===== src/rtl/sevenseg_pkg.sv =====
// Shared constants for the multiplexed seven-segment controller:
// segment patterns {A,B,C,D,E,F,G} (MSB = A, active-high) and FSM states.
package sevenseg_pkg;

  localparam int unsigned SEG_W = 7;

  localparam logic [SEG_W-1:0] SEG_0    = 7'b1111110;
  localparam logic [SEG_W-1:0] SEG_1    = 7'b0110000;
  localparam logic [SEG_W-1:0] SEG_2    = 7'b1101101;
  localparam logic [SEG_W-1:0] SEG_3    = 7'b1111001;
  localparam logic [SEG_W-1:0] SEG_4    = 7'b0110011;
  localparam logic [SEG_W-1:0] SEG_5    = 7'b1011011;
  localparam logic [SEG_W-1:0] SEG_6    = 7'b1011111;
  localparam logic [SEG_W-1:0] SEG_7    = 7'b1110000;
  localparam logic [SEG_W-1:0] SEG_8    = 7'b1111111;
  localparam logic [SEG_W-1:0] SEG_9    = 7'b1111011;
  localparam logic [SEG_W-1:0] SEG_DASH = 7'b0000001;
  localparam logic [SEG_W-1:0] SEG_OFF  = 7'b0000000;

  typedef enum logic [1:0] {
    ST_IDLE    = 2'd0,
    ST_CONVERT = 2'd1,
    ST_COMMIT  = 2'd2
  } state_e;

endpackage


===== src/rtl/sevenseg_scan_if.sv =====
// Load-side handshake bundle: a value source (master) offers BCD or binary
// data to the display controller (slave).
interface sevenseg_scan_if #(
  parameter int unsigned NUM_DIGITS = 4,
  parameter int unsigned BIN_W      = 14
) ();

  logic                    load_valid;
  logic                    load_ready;
  logic                    bin_mode;
  logic [4*NUM_DIGITS-1:0] bcd_in;
  logic [BIN_W-1:0]        bin_in;

  modport master (
    output load_valid,
    output bin_mode,
    output bcd_in,
    output bin_in,
    input  load_ready
  );

  modport slave (
    input  load_valid,
    input  bin_mode,
    input  bcd_in,
    input  bin_in,
    output load_ready
  );

endinterface


===== src/rtl/sevenseg_scan_seg_decode.sv =====
// Combinational BCD nibble to seven-segment pattern; non-decimal nibbles
// light nothing.
module seg_decode
  import sevenseg_pkg::*;
(
  input  logic [3:0]       nibble,
  output logic [SEG_W-1:0] seg_c
);

  always_comb begin
    seg_c = SEG_OFF;
    unique case (nibble)
      4'd0:    seg_c = SEG_0;
      4'd1:    seg_c = SEG_1;
      4'd2:    seg_c = SEG_2;
      4'd3:    seg_c = SEG_3;
      4'd4:    seg_c = SEG_4;
      4'd5:    seg_c = SEG_5;
      4'd6:    seg_c = SEG_6;
      4'd7:    seg_c = SEG_7;
      4'd8:    seg_c = SEG_8;
      4'd9:    seg_c = SEG_9;
      default: seg_c = SEG_OFF;
    endcase
  end

endmodule


===== src/rtl/sevenseg_scan.sv =====
// Multiplexed N-digit seven-segment controller: BCD or binary (double-dabble)
// load, display register, prescaled digit scan and registered pin outputs.
module sevenseg_scan
  import sevenseg_pkg::*;
#(
  parameter int unsigned NUM_DIGITS  = 4,
  parameter int unsigned REFRESH_DIV = 50000,
  parameter int unsigned BIN_W       = 14
) (
  input  logic                  clk,
  input  logic                  rst_n,
  sevenseg_scan_if.slave        ld,
  input  logic                  lzs_en,
  input  logic                  blank,
  output logic [SEG_W-1:0]      seg_out,
  output logic [NUM_DIGITS-1:0] digit_en,
  output logic                  overflow
);

  localparam int unsigned BCD_W = 4 * NUM_DIGITS;
  localparam int unsigned TOT_W = BCD_W + BIN_W;
  localparam int unsigned CNT_W = $clog2(BIN_W + 1);
  localparam int unsigned PRE_W = $clog2(REFRESH_DIV);
  localparam int unsigned IDX_W = (NUM_DIGITS > 1) ? $clog2(NUM_DIGITS) : 1;

  state_e               state_q, state_d;
  logic [CNT_W-1:0]     cnt_q, cnt_d;
  logic [TOT_W-1:0]     work_q, work_d, work_adj;
  logic                 oacc_q, oacc_d;
  logic [BCD_W-1:0]     disp_q, disp_d;
  logic                 ovf_q, ovf_d;
  logic                 ready_q, ready_d;
  logic [PRE_W-1:0]     presc_q, presc_d;
  logic [IDX_W-1:0]     idx_q, idx_d;
  logic [SEG_W-1:0]     seg_q, seg_d;
  logic [NUM_DIGITS-1:0] den_q, den_d;

  logic [3:0]            nibble_c;
  logic [SEG_W-1:0]      dec_c;
  logic [NUM_DIGITS-1:0] zsup_c;
  logic                  zrun_c;
  logic                  sup_c;

  // Load handshake FSM and double-dabble datapath.
  always_comb begin
    state_d = state_q;
    cnt_d   = cnt_q;
    work_d  = work_q;
    oacc_d  = oacc_q;
    disp_d  = disp_q;
    ovf_d   = ovf_q;

    work_adj = work_q;
    for (int d = 0; d < int'(NUM_DIGITS); d++) begin
      if (work_adj[BIN_W + 4*d +: 4] > 4'd4)
        work_adj[BIN_W + 4*d +: 4] = work_adj[BIN_W + 4*d +: 4] + 4'd3;
    end

    unique case (state_q)
      ST_IDLE: begin
        if (ld.load_valid && ready_q) begin
          if (ld.bin_mode) begin
            work_d  = {{BCD_W{1'b0}}, ld.bin_in};
            cnt_d   = '0;
            oacc_d  = 1'b0;
            state_d = ST_CONVERT;
          end else begin
            disp_d = ld.bcd_in;
            ovf_d  = 1'b0;
          end
        end
      end
      ST_CONVERT: begin
        // Any 1 leaving the top digit means the value needs more digits.
        work_d = {work_adj[TOT_W-2:0], 1'b0};
        oacc_d = oacc_q | work_adj[TOT_W-1];
        cnt_d  = cnt_q + CNT_W'(1);
        if (cnt_q == CNT_W'(BIN_W - 1))
          state_d = ST_COMMIT;
      end
      ST_COMMIT: begin
        disp_d  = work_q[TOT_W-1 -: BCD_W];
        ovf_d   = oacc_q;
        state_d = ST_IDLE;
      end
      default: state_d = ST_IDLE;
    endcase

    ready_d = (state_d == ST_IDLE);
  end

  // Prescaler and digit index.
  always_comb begin
    presc_d = presc_q + PRE_W'(1);
    idx_d   = idx_q;
    if (presc_q == PRE_W'(REFRESH_DIV - 1)) begin
      presc_d = '0;
      idx_d   = (idx_q == IDX_W'(NUM_DIGITS - 1)) ? '0 : idx_q + IDX_W'(1);
    end
  end

  // zsup_c[i]: digit i and every digit above it are zero.
  always_comb begin
    zrun_c = 1'b1;
    zsup_c = '0;
    for (int i = int'(NUM_DIGITS) - 1; i >= 0; i--) begin
      zrun_c    = zrun_c & (disp_q[4*i +: 4] == 4'd0);
      zsup_c[i] = zrun_c;
    end
  end

  assign nibble_c = disp_q[{idx_q, 2'b00} +: 4];

  seg_decode u_dec (
    .nibble (nibble_c),
    .seg_c  (dec_c)
  );

  // Segment and enable for the same index are registered together.
  always_comb begin
    sup_c = lzs_en && !ovf_q && (idx_q != '0) && zsup_c[idx_q];
    seg_d = dec_c;
    if (sup_c) seg_d = SEG_OFF;
    if (ovf_q) seg_d = SEG_DASH;
    if (blank) seg_d = SEG_OFF;
    den_d = NUM_DIGITS'(1) << idx_q;
  end

  always_ff @(posedge clk) begin
    if (!rst_n) begin
      state_q <= ST_IDLE;
      cnt_q   <= '0;
      work_q  <= '0;
      oacc_q  <= 1'b0;
      disp_q  <= '0;
      ovf_q   <= 1'b0;
      ready_q <= 1'b0;
      presc_q <= '0;
      idx_q   <= '0;
      seg_q   <= SEG_OFF;
      den_q   <= '0;
    end else begin
      state_q <= state_d;
      cnt_q   <= cnt_d;
      work_q  <= work_d;
      oacc_q  <= oacc_d;
      disp_q  <= disp_d;
      ovf_q   <= ovf_d;
      ready_q <= ready_d;
      presc_q <= presc_d;
      idx_q   <= idx_d;
      seg_q   <= seg_d;
      den_q   <= den_d;
    end
  end

  assign ld.load_ready = ready_q;
  assign seg_out       = seg_q;
  assign digit_en      = den_q;
  assign overflow      = ovf_q;

endmodule

===== src/flat_wrapper.sv =====
// flat-port wrapper written by rule: the top's interface ports become plain ports
module sevenseg_scan_flat import sevenseg_pkg::*;
#(
  parameter int unsigned NUM_DIGITS  = 4,
  parameter int unsigned REFRESH_DIV = 50000,
  parameter int unsigned BIN_W       = 14
)
  (clk, rst_n, lzs_en, blank, seg_out, digit_en, overflow, ld_load_valid, ld_bin_mode, ld_bcd_in, ld_bin_in, ld_load_ready);
  sevenseg_scan_if #(.NUM_DIGITS(NUM_DIGITS), .BIN_W(BIN_W)) ld_i ();
  input  logic clk;
  input  logic rst_n;
  input  logic lzs_en;
  input  logic blank;
  output logic [SEG_W-1:0] seg_out;
  output logic [NUM_DIGITS-1:0] digit_en;
  output logic overflow;
  input wire logic [$bits(ld_i.load_valid)-1:0] ld_load_valid;
  input wire logic [$bits(ld_i.bin_mode)-1:0] ld_bin_mode;
  input wire logic [$bits(ld_i.bcd_in)-1:0] ld_bcd_in;
  input wire logic [$bits(ld_i.bin_in)-1:0] ld_bin_in;
  output wire logic [$bits(ld_i.load_ready)-1:0] ld_load_ready;
  assign ld_i.load_valid = ld_load_valid;
  assign ld_i.bin_mode = ld_bin_mode;
  assign ld_i.bcd_in = ld_bcd_in;
  assign ld_i.bin_in = ld_bin_in;
  assign ld_load_ready = ld_i.load_ready;
  sevenseg_scan #(.NUM_DIGITS(NUM_DIGITS), .REFRESH_DIV(REFRESH_DIV), .BIN_W(BIN_W)) u_core (.clk(clk), .rst_n(rst_n), .ld(ld_i), .lzs_en(lzs_en), .blank(blank), .seg_out(seg_out), .digit_en(digit_en), .overflow(overflow));
endmodule

===== config.mk =====
export PLATFORM = sky130hd
export DESIGN_NAME = sevenseg_scan_flat
export DESIGN_NICKNAME = d
export VERILOG_FILES = /design/src/rtl/sevenseg_pkg.sv /design/src/rtl/sevenseg_scan_if.sv /design/src/rtl/sevenseg_scan_seg_decode.sv /design/src/rtl/sevenseg_scan.sv /design/src/flat_wrapper.sv
export SDC_FILE = /design/constraint.sdc
export NUM_CORES = 1
export LEC_CHECK = 0
export CAP_MARGIN = 20
export CORE_UTILIZATION = 58
export CTS_BUF_LIST = sky130_fd_sc_hd__clkbuf_4 sky130_fd_sc_hd__clkbuf_8
export DETAILED_ROUTE_END_ITERATION = 7
export PLACE_DENSITY = 0.93
export SYNTH_ARGS = -nofsm -noshare
export SYNTH_HDL_FRONTEND = slang
export SYNTH_SLANG_ARGS = --single-unit

===== constraint.sdc =====
create_clock -name clk -period 2.23 [get_ports clk]
set_input_delay 0.446 -clock clk [delete_from_list [all_inputs] [get_ports clk]]
set_output_delay 0.446 -clock clk [all_outputs]
set_load 0.02 [all_outputs]

==> results of run 1 <==
-- worst max-delay path: cells and delay by family, from the launching register on --
| kind | cells | cell delay [ps] |
|---|---|---|
| compound gates | 1 | 140 |
| fa+ha+maj | 1 | 260 |
| buf+inv | 1 | 180 |
| flops | 1 | 490 |
| mux | 1 | 610 |
| simple gates | 2 | 190 |
-- where the power goes --
group          switching (mW)  leakage (nW)  internal (mW)
logic                   0.176         0.944          0.169
registers              0.0388         0.684           1.55
clock network           0.539         0.113          0.685
-- worst max-delay path by stage --
stage                                       from                             end  slack [ps]  depth (start not counted)
floorplan           u_core.idx_q[0]$_SDFFE_PN0P_    u_core.seg_out[3]$_SDFF_PP0_         270                          7
global placement                   ld_load_valid  u_core.work_q[14]$_SDFFE_PN0P_         270                          5
detailed placement                 ld_load_valid  u_core.work_q[17]$_SDFFE_PN0P_         210                          5
CTS                 u_core.idx_q[0]$_SDFFE_PN0P_    u_core.seg_out[3]$_SDFF_PP0_         250                          6
global route        u_core.idx_q[0]$_SDFFE_PN0P_    u_core.seg_out[6]$_SDFF_PP0_          90                          7
finish              u_core.idx_q[0]$_SDFFE_PN0P_    u_core.seg_out[3]$_SDFF_PP0_         250                          6
-- Yosys cell counts, drive strengths merged (6+ instances only) --
master	number	area share
xnor2	11	0.024
nor2	81	0.076
nand2	38	0.036
o21ai	24	0.030
nor4	6	0.0093
clkbuf	17	0.016
buf	10	0.011
a311oi	13	0.028
a21oi	30	0.037
nand4	9	0.018
mux2i	8	0.020
dfxtp	84	0.42
nor3	17	0.021
inv	22	0.021
nand2b	7	0.011
ha	15	0.047
a211oi	18	0.034
nand3	11	0.014
-- sequential cells by signal (all words and copies together), names as in the netlist --
signal                cells
u_core.overflow           1
u_core.seg_out            7
u_core.disp_q            16
u_core.work_q            30
u_core.digit_en           4
u_core.idx_q              2
u_core.state_q            2
u_core.presc_q           16
u_core.oacc_q             1
u_core.cnt_q              4
u_core.ld.load_ready      1
-- cells in the final DEF, fill, tap and decap left out, types with 13 or more instances in the layout --
| cell type | n |
|---|---|
| a21oi_1 | 29 |
| ha_1 | 15 |
| nand2_1 | 38 |
| nor2_1 | 81 |
| clkdlybuf4s50_1 | 48 |
| a311oi_1 | 13 |
| a211oi_1 | 18 |
| o21ai_0 | 23 |
| nor3_1 | 17 |
| dfxtp_1 | 84 |
| inv_1 | 21 |
-- final cells by class --
type / instances / area share
flip-flops and latches: 84 / 0.348
clock buffers: 12 / 0.0316
clock inverters: 4 / 0.0150
multi-input cells: 345 / 0.445
inverters: 22 / 0.0171
repair buffers: 58 / 0.123
well taps: 77 / 0.0200
-- cells by family after synthesis --
family | after synthesis | share of synthesized area
AND/OR/NAND/NOR | 196 | 0.235
AO/OA/AOI/OAI | 102 | 0.163
flip-flops | 84 | 0.419
buffers and inverters | 49 | 0.0474
XOR/XNOR | 16 | 0.0349
multiplexers | 16 | 0.0536
adder cells (fa/ha/maj) | 15 | 0.0467
-- routing by layer --
| layer | global-route usage | share of wire |
|---|---|---|
| met1 | 0.340 | 0.45 |
| met2 | 0.442 | 0.48 |
| met3 | 0.0593 | 0.041 |
| met4 | 0.114 | 0.023 |
| met5 | 0 | 0 |
-- stage by stage --
stage	util	power, mW	hold WS, ps	cell area (sq um)
2_1_floorplan	-	1.82	418	4020
3_3_place_gp	0.704	1.95	428	4600
3_5_place_dp	0.704	1.97	444	4600
4_1_cts	0.739	3.16	470	4830
5_1_grt	0.739	3.28	505	4830
6_report	0.739	3.16	466	4830
==> summary.txt, run 1 <==
CTS
  – CTS HTree Levels: 3
  – Skew-Pair Late Insertion Delay: 360 ps
  – CTS tree: done
  – Post-CTS setup buffer count: 0
  – Clock Sink Count: 84
  – CTS Buffer Depth: 2
  – Inserted Clock Buffers: 9
  – # resized after CTS: 0
  – Hold buffer count at CTS: 0
  – CTS root buffer: clkbuf_8
  – Worst-path clk slew: 80 ps

Worst setup path
  – CP Data Required Time: 2480 ps
  – Slowest cell on crit path: mux4_2
  – Crit Path Category: reg -> reg
  – CP peak stage delay: 610 ps
  – Critical Path Sink Type: flop
  – Crit-path max FO: 5
  – R2r startpoint: u_core.idx_q[0]$_SDFFE_PN0P_
  – Worst reg-to-reg path cell count: 6
  – R2R setup slack: 250 ps
  – Crit path cell chain: mux4_2, inv_1, ha_1, nand2b_1, a21oi_1, nor3_1
  – R2r endpoint: u_core.seg_out[3]$_SDFF_PP0_
  – Crit start category: flop
  – WP data arrival: 2230 ps

Yosys
  – Yosys warnings: 0
  – Synthesized instance count: 478
  – Distinct cells, synth: 46
  – Syn Nets: around 530
  – Count of state elements after synthesis: 84
  – Ys async rst share: 0
  – Post-synthesis sequential area ratio: 0.419
  – Post-synth EDFFs: 0
  – Synth Flop Type: dfxtp_1
  – Mean Syn Cell Area: 8.40 sq um
  – Post-Syn Area: 0.00402 sq mm

Final layout
  – FILL cells: 470
  – Register Area: 0.00168 sq mm
  – Multi-input logic area: between 0.002 and 0.0025 sq mm
  – Cell Count, Final, Fillers Out: 602
  – Antenna cells: 0
  – Final net count: 571
  – Area growth, synth to finish: 20.2%
  – Layout cells sized above 1: 0.0857

Pwr
  – PD cells: 655 mW/mm^2
  – Leakage: roughly 1.7 nW
  – Max rail drop VDD: 0.000356 V

Hold path
  – Worst Hold Path EP: u_core.presc_q[0]$_SDFF_PP0_
  – Hold path depth: 1
  – Hold crit path type: reg -> reg
  – Hold Crit Start: u_core.presc_q[0]$_SDFF_PP0_

Placed design
  – Place WS: 215 ps
  – DP Wirelength: between 6 and 7 mm
  – Routability Congestion: 0.833
  – Port Buffers: 48
  – Inst Count DP: 586

Route
  – Drt pass-1 iters: 5
  – Via density: 5.96
  – Final WL: around 9.1 mm
  – Vias: ~3600
  – Initial DRC count: between 200 and 250
  – DRC viols: 0
  – Detail Route Antenna Nets: 0
  – WL/cell: 15.1 um

Timing
  – Slew margin rel.: 0.667
  – TNS Setup: 0 ps
  – Final Hold Vio Count: 0
  – Clock Skews: 8.68 ps
  – Final period util: 0.888
  – Finish-stage setup viols: 0
  – Fmax: about 510 MHz
  – Tmin final: 1980 ps
  – Max Slew Vio Count: 0
  – RSZ-0062 raised after global routing: no
  – Slew @ Worst Pin: 498 ps
  – Setup slack after layout: 250 ps

Global routing
  – Antenna violations before repair: 0
  – Global Route Usage Sum: 0.268
  – First-pass GRT wire length: between 15 and 20 mm
  – Largest net degree at the start of global routing: 34
  – Number of global-route vias before repair: 3412
  – Global route total overflow: 0

Floorplan
  – Starting Density: 0.615
  – Rows: 29
  – IO Pins: between 40 and 50
  – Core ar.: 0.00653 sq mm
  – Die X: 85.2 um
  – Die footprint: slightly above 0.007 sq mm
  – Die Ht: 85.2 um

Job
  – Max-Cap Viols: 0

Status
  – Status: complete, no violations
Power figures use the tool's default switching activity.
==> inputs of run 2 (changes only) <==
--- a/config.mk
+++ b/config.mk
@@ -9,7 +9,9 @@
 export CORE_UTILIZATION = 58
 export CTS_BUF_LIST = sky130_fd_sc_hd__clkbuf_4 sky130_fd_sc_hd__clkbuf_8
 export DETAILED_ROUTE_END_ITERATION = 7
+export GPL_ROUTABILITY_DRIVEN = 1
 export PLACE_DENSITY = 0.93
+export REMOVE_ABC_BUFFERS = 1
 export SYNTH_ARGS = -nofsm -noshare
 export SYNTH_HDL_FRONTEND = slang
 export SYNTH_SLANG_ARGS = --single-unit
==> summary.txt, run 2 (synthesized netlist as in run 1, its figures left out) <==
Global routing
  – Global route total overflow: 0
  – Global Route Usage Sum: 0.269
  – Largest net degree at the start of global routing: 56
  – Number of global-route vias before repair: 3405
  – First-pass GRT wire length: 15.4 mm
  – Antenna violations before repair: 0

Timing
  – Fin Hold WS: around 460 ps
  – Setup slack after layout: about 190 ps
  – Max Slew Vio Count: 0
  – RSZ-0062 raised after global routing: no
  – Tmin final: 2040 ps
  – Final Hold Vio Count: 0
  – Slew @ Worst Pin: 603 ps
  – Final period util: 0.916
  – Finish-stage setup viols: 0
  – Slew margin rel.: 0.598
  – Clock Skews: 9.70 ps
  – Fmax: between 400 and 500 MHz

Hold path
  – Hold Crit Start: u_core.presc_q[0]$_SDFF_PP0_
  – Worst Hold Path EP: u_core.presc_q[0]$_SDFF_PP0_
  – Hold path depth: 1
  – Hold crit path type: reg -> reg

Placed design
  – Routability Congestion: 0.843
  – DP Wirelength: ~6.1 mm
  – Port Buffers: 48
  – Place WS: 108 ps

Final layout
  – Biggest register: u_core.work_q
  – Max reg flops: 30
  – Register Area: 0.00168 sq mm
  – Layout cells sized above 1: 0.0876
  – Commonest non-fill, non-tap cells in the layout: dfxtp_1, nor2_1, clkdlybuf4s50_1
  – Multi-input logic area: 0.00215 sq mm
  – Most common cell after layout, fill and taps aside: dfxtp_1
  – Antenna cells: 0
  – Area growth, synth to finish: 20.3%
  – Util after Layout: 0.739
  – FILL cells: approximately 460
  – Top flop regs: u_core.work_q x30, u_core.disp_q x16, u_core.presc_q x16
  – Final net count: 571

Worst setup path
  – Worst reg-to-reg path cell count: 7
  – Crit start category: flop
  – Slowest cell on crit path: mux4_2
  – Crit Path Category: reg -> reg
  – CP peak stage delay: 660 ps
  – Crit path cell chain: mux4_2, inv_1, ha_1, inv_1, o21ba_2, a21oi_1, nor3_1
  – Crit-path max FO: 7
  – Family with the most delay on the worst path: multiplexers
  – WP data arrival: 2290 ps
  – R2r endpoint: u_core.seg_out[6]$_SDFF_PP0_
  – R2R setup slack: 190 ps
  – CP Data Required Time: between 2000 and 2500 ps
  – Critical Path Sink Type: flop
  – Critical path's most frequent cell: inv_1
  – Bufs and invs on worst path: 2
  – R2r startpoint: u_core.idx_q[0]$_SDFFE_PN0P_
  – WP depth: 7

Floorplan
  – Die X: 85.2 um
  – Rows: 29
  – Die footprint: 0.00726 sq mm
  – IO Pins: 49
  – Core ar.: 0.00653 sq mm
  – Starting Density: 0.615
  – Die Ht: 85.2 um

Pwr
  – Leakage: 1.74 nW
  – PD cells: roughly 650 mW/mm^2
  – Max rail drop VDD: 0.000510 V
  – Pwr Total: 3.15 mW

Status
  – Status: complete, no violations

Route
  – Detail Route Antenna Nets: 0
  – Drt pass-1 iters: 5
  – WL/cell: 15.0 um
  – Final WL: 9.06 mm
  – Vias: 3625
  – Initial DRC count: around 320
  – DRC viols: 0
  – Via density: 6.02

CTS
  – Worst-path clk slew: 80 ps
  – CTS Buffer Depth: 2
  – CTS HTree Levels: 3
  – CTS root buffer: clkbuf_8
  – CTS tree: done
  – Post-CTS setup buffer count: 0
  – Clock Sink Count: 84
  – Inserted Clock Buffers: 9
  – Skew-Pair Late Insertion Delay: roughly 360 ps

Job
  – Max-Cap Viols: 0
==> run 2: cell counts in the layout (fill, tap and decap cells not counted) <==
Identical to the previous run, type by type.
==> run 2: worst max-delay path by stage <==
stage	startpoint	endpoint	slack, ps
6_report	u_core.idx_q[0]$_SDFFE_PN0P_	u_core.seg_out[6]$_SDFF_PP0_	190
5_1_grt	u_core.idx_q[0]$_SDFFE_PN0P_	u_core.seg_out[6]$_SDFF_PP0_	50
4_1_cts	u_core.presc_q[5]$_SDFF_PP0_	u_core.presc_q[8]$_SDFF_PP0_	80
3_5_place_dp	u_core.presc_q[5]$_SDFF_PP0_	u_core.presc_q[9]$_SDFF_PP0_	110
3_3_place_gp	u_core.presc_q[5]$_SDFF_PP0_	u_core.presc_q[11]$_SDFF_PP0_	230
2_1_floorplan	ld_bin_mode	u_core.overflow$_SDFFE_PN0P_	-60
==> run 2: stage by stage <==
step	instance area [sq um]	std cells	TNS (ps)
6_report	4830	602	0
4_1_cts	4830	602	0
3_5_place_dp	4600	586	0
3_3_place_gp	4600	586	0
5_1_grt	4830	602	0
2_1_floorplan	3910	451	-55.5
==> run 2: power breakdown <==
part	switching (mW)	internal [mW]
combinational	0.177	0.168
clock	0.526	0.685
sequential	0.0366	1.55
total	0.740	2.41
==> run 2: routing by layer <==
| metal | GRT usage | up-vias | routed length, um |
|---|---|---|---|
| li1 | - | 1780 | - |
| met1 | 0.305 | 1715 | 3720 |
| met2 | 0.474 | 108 | 4740 |
| met3 | 0.0730 | 22 | 416 |
| met4 | 0.119 | 0 | 180 |
| met5 | 0 | - | 0 |
==> run 2: cell type report <==
class                           instances  share of cell area
Multi-Input combinational cell        345               0.445
Sequential cell                        84               0.348
Timing Repair Buffer                   58               0.123
Clock buffer                           12              0.0316
Tap cell                               77              0.0199
Inverter                               22              0.0171
Clock inverter                          4              0.0150
==> run 2: repair_timing <==
item	in CTS	in global routing
hold buffers	0	0
resized for setup	0	1
endpoints found under the hold margin	0	0
endpoints found under the setup margin	0	13
==> RTL change, RTL diff (config.mk and constraints of run 2) <==
Make the reset (`rst_n`) asynchronous in one clocked block.
--- a/src/rtl/sevenseg_scan.sv
+++ b/src/rtl/sevenseg_scan.sv
@@ -126,7 +126,7 @@
     den_d = NUM_DIGITS'(1) << idx_q;
   end
 
-  always_ff @(posedge clk) begin
+  always_ff @(posedge clk or negedge rst_n) begin
     if (!rst_n) begin
       state_q <= ST_IDLE;
       cnt_q   <= '0;
Behaviour: differs if rst_n is asserted again (counterexample within 4 cycles, from zero or initial values and one cycle with rst_n low); with rst_n held inactive, the same outputs for 10 cycles.
==> RTL change against run 2 <==
Count of clock-buffer cells in the layout unchanged; final area rose by 2.0%; sequential cell count stayed put; synthesized area increased by 2.3%; setup slack gained 0.021 ns; wire length shrank 8.9%; clock skew about the same; first-iteration DRC count decreased by 49%; critical path type unchanged; largest cell class is now sequential cells.
Power is not compared: it rests on default switching activity, and its combinational part moved more than twofold at a synthesized area within 25%.
==> RTL change: results (changes against run 2) <==
status:
  status: "completed"  # unchanged
worst_setup_path:
  crit_start: "u_core.idx_q[1]"  # was u_core.idx_q[0]
  worst-r2r-cell-count: 7  # unchanged
  critPathArrivalTime_ns: 2.26  # was 2.29 ns
  path_max_fanout: 8  # was 7
clock_network:
  postCtsSetupBuffers: 0  # unchanged
  clk_pin_slew_ns: 0.08  # about the same
  cts-resized-gates: 0  # unchanged
  worstSkewPairLatency_ns: 0.35
  cts_buffers: 9  # unchanged
  clk_path_buf_depth: 2  # unchanged
  ctsHtreeMaxLevel: 3  # unchanged
  cts-root-buf: "clkbuf_8"  # unchanged
pwr:
  vdd_ir_drop_max_v: 0.000987
  p_sw_mw: 2.09
  p_leak_nw: 2.09
global_routing:
  track_usage_pct: 24.9  # was 26.9%
  use_met2_pct: 40.3  # was 47.4%
  gr-usage-met3_pct: 5.20  # was 7.30%
  grt_pass1_wl_um: 14200  # was 15,400 um
  grt_antenna_before_repair: 0  # unchanged
  grt_max_degree: 44  # was 56
  met1_usage_pct: 33.1  # was 30.5%
synth:
  synth-main-ff-cell: "dfrtp_1"  # was dfxtp_1
  yosysWarningCount: 0  # unchanged
  async_flop_share_pct: 100  # was 0%
  synthTopCellsByArea: "dfrtp_1 51%, mux2i_1 7.1%, o21ai_0 5.5%, nand2_1 5.3%, ha_1 4.9%"  # was dfxtp_1 42%, nor2_1 7.6%, ha_1 4.7%, a21oi_1 3.7%, nand2_1 3.6%
  synth_common_cells: "84 x dfrtp_1, 58 x nand2_1, 45 x o21ai_0"  # was 84 x dfxtp_1, 81 x nor2_1, 38 x nand2_1
  synth_cell_types: 38  # was 46
  ys_seq_area_share_pct: 51.2  # was 41.9%
  syn_area_per_cell_um2: 10.0  # was 8.40 um^2
worst_hold_path:
  hold_class: "input pin to asynchronous set/reset pin"  # was flip-flop to flip-flop
timing:
  setup_viol: 0  # unchanged
  finalClockSkew_ns: 0.00948  # was 0.00970 ns
  worst-slew-pin-transition_ns: 0.533  # was 0.603 ns
drt:
  wl_per_cell_um: 14.7  # was 15.0 um
  dr.first_iter.drc_count: 161  # was 316
  firstDrtPassIters: 4  # was 5
  vias: 3142  # was 3,625
placement:
  dp_hpwl_um: 5830  # was 6070 um
  dpl.cell_count: 546  # was 586
  io_buffers: 48  # unchanged
  dpl_cell_area_mm2: 0.00475  # was 0.00460 mm^2
  pre_cts_ws_ns: 0.188  # was 0.108 ns
  globalplace.congestion: 0.865  # was 0.843
final_layout:
  antenna_cells: 0  # unchanged
  instances_no_fill: 562  # was 602
  drive_above_1_share_pct: 8.37  # was 8.76%
  reg_top3: "u_core.work_q x30, u_core.disp_q x16, u_core.presc_q x16"  # unchanged
  layout.nets: 513  # was 571
-- RTL change: worst max-delay path: stages, from the launching register on --
cell and delay [ns]:
dfrtp_1 0.53, inv_1 0.16, ha_1 0.24, nor4b_1 0.36, nand2_1 0.09, a211o_1 0.30, a21oi_1 0.17, nor3_1 0.07
-- RTL change: area by class of cell --
cell class / instances / area [um^2]
multi-input combinational: 290 / 1870
fill: 510 / 1910
timing repair buffer: 58 / 591
tap: 96 / 120
clock buffer: 12 / 153
sequential: 84 / 2100
inverter: 18 / 67.6
clock inverter: 4 / 25.0
-- RTL change: cells by family (layout without fill, tap and decap cells) --
group / count (synthesis) / count (layout) / synth area share [%]
flops: 84 / 84 / 51.2
xor+xnor: 20 / 20 / 4.26
mux: 33 / 33 / 9.35
simple gates: 139 / 139 / 15.9
fa+ha+maj: 16 / 16 / 4.87
buf+inv: 35 / 92 / 3.62
compound gates: 82 / 82 / 10.8
-- RTL change: worst paths after layout --
path                            slack [ns]                  to
worst max-delay path                  0.21   u_core.seg_out[0]
worst min-delay path                  0.07  u_core.presc_q[13]
worst max register to register        0.21   u_core.seg_out[0]
worst min register to register        0.48    u_core.work_q[2]
max in group asynchronous             1.56    u_core.work_q[0]
min in group clk                      0.48    u_core.work_q[2]
-- RTL change: power groups by stage --
stage	Sequential (mW)	Clock [mW]	Combinational, mW
after floorplan	2.41	0	1.34
after global placement	2.42	0	1.92
after detailed placement	2.45	0	2.04
after CTS	2.43	1.01	2.06
after global routing	2.50	1.09	2.31
final	2.43	0.993	2.05
-- RTL change: layer usage --
| layer | up-vias | routed length [um] |
|---|---|---|
| met1 | 1521 | 3650 |
| met2 | 83 | 4080 |
| li1 | 1519 | - |
| met4 | 0 | 172 |
| met5 | - | 0 |
| met3 | 19 | 347 |
-- RTL change: metrics by stage --
step | util [%] | hold slack, ns
floorplan | - | 0.150
global placement | 69.5 | 0.453
detailed placement | 69.5 | 0.464
CTS | 72.1 | 0.0742
global route | 72.1 | 0.0970
finish | 72.1 | 0.0677
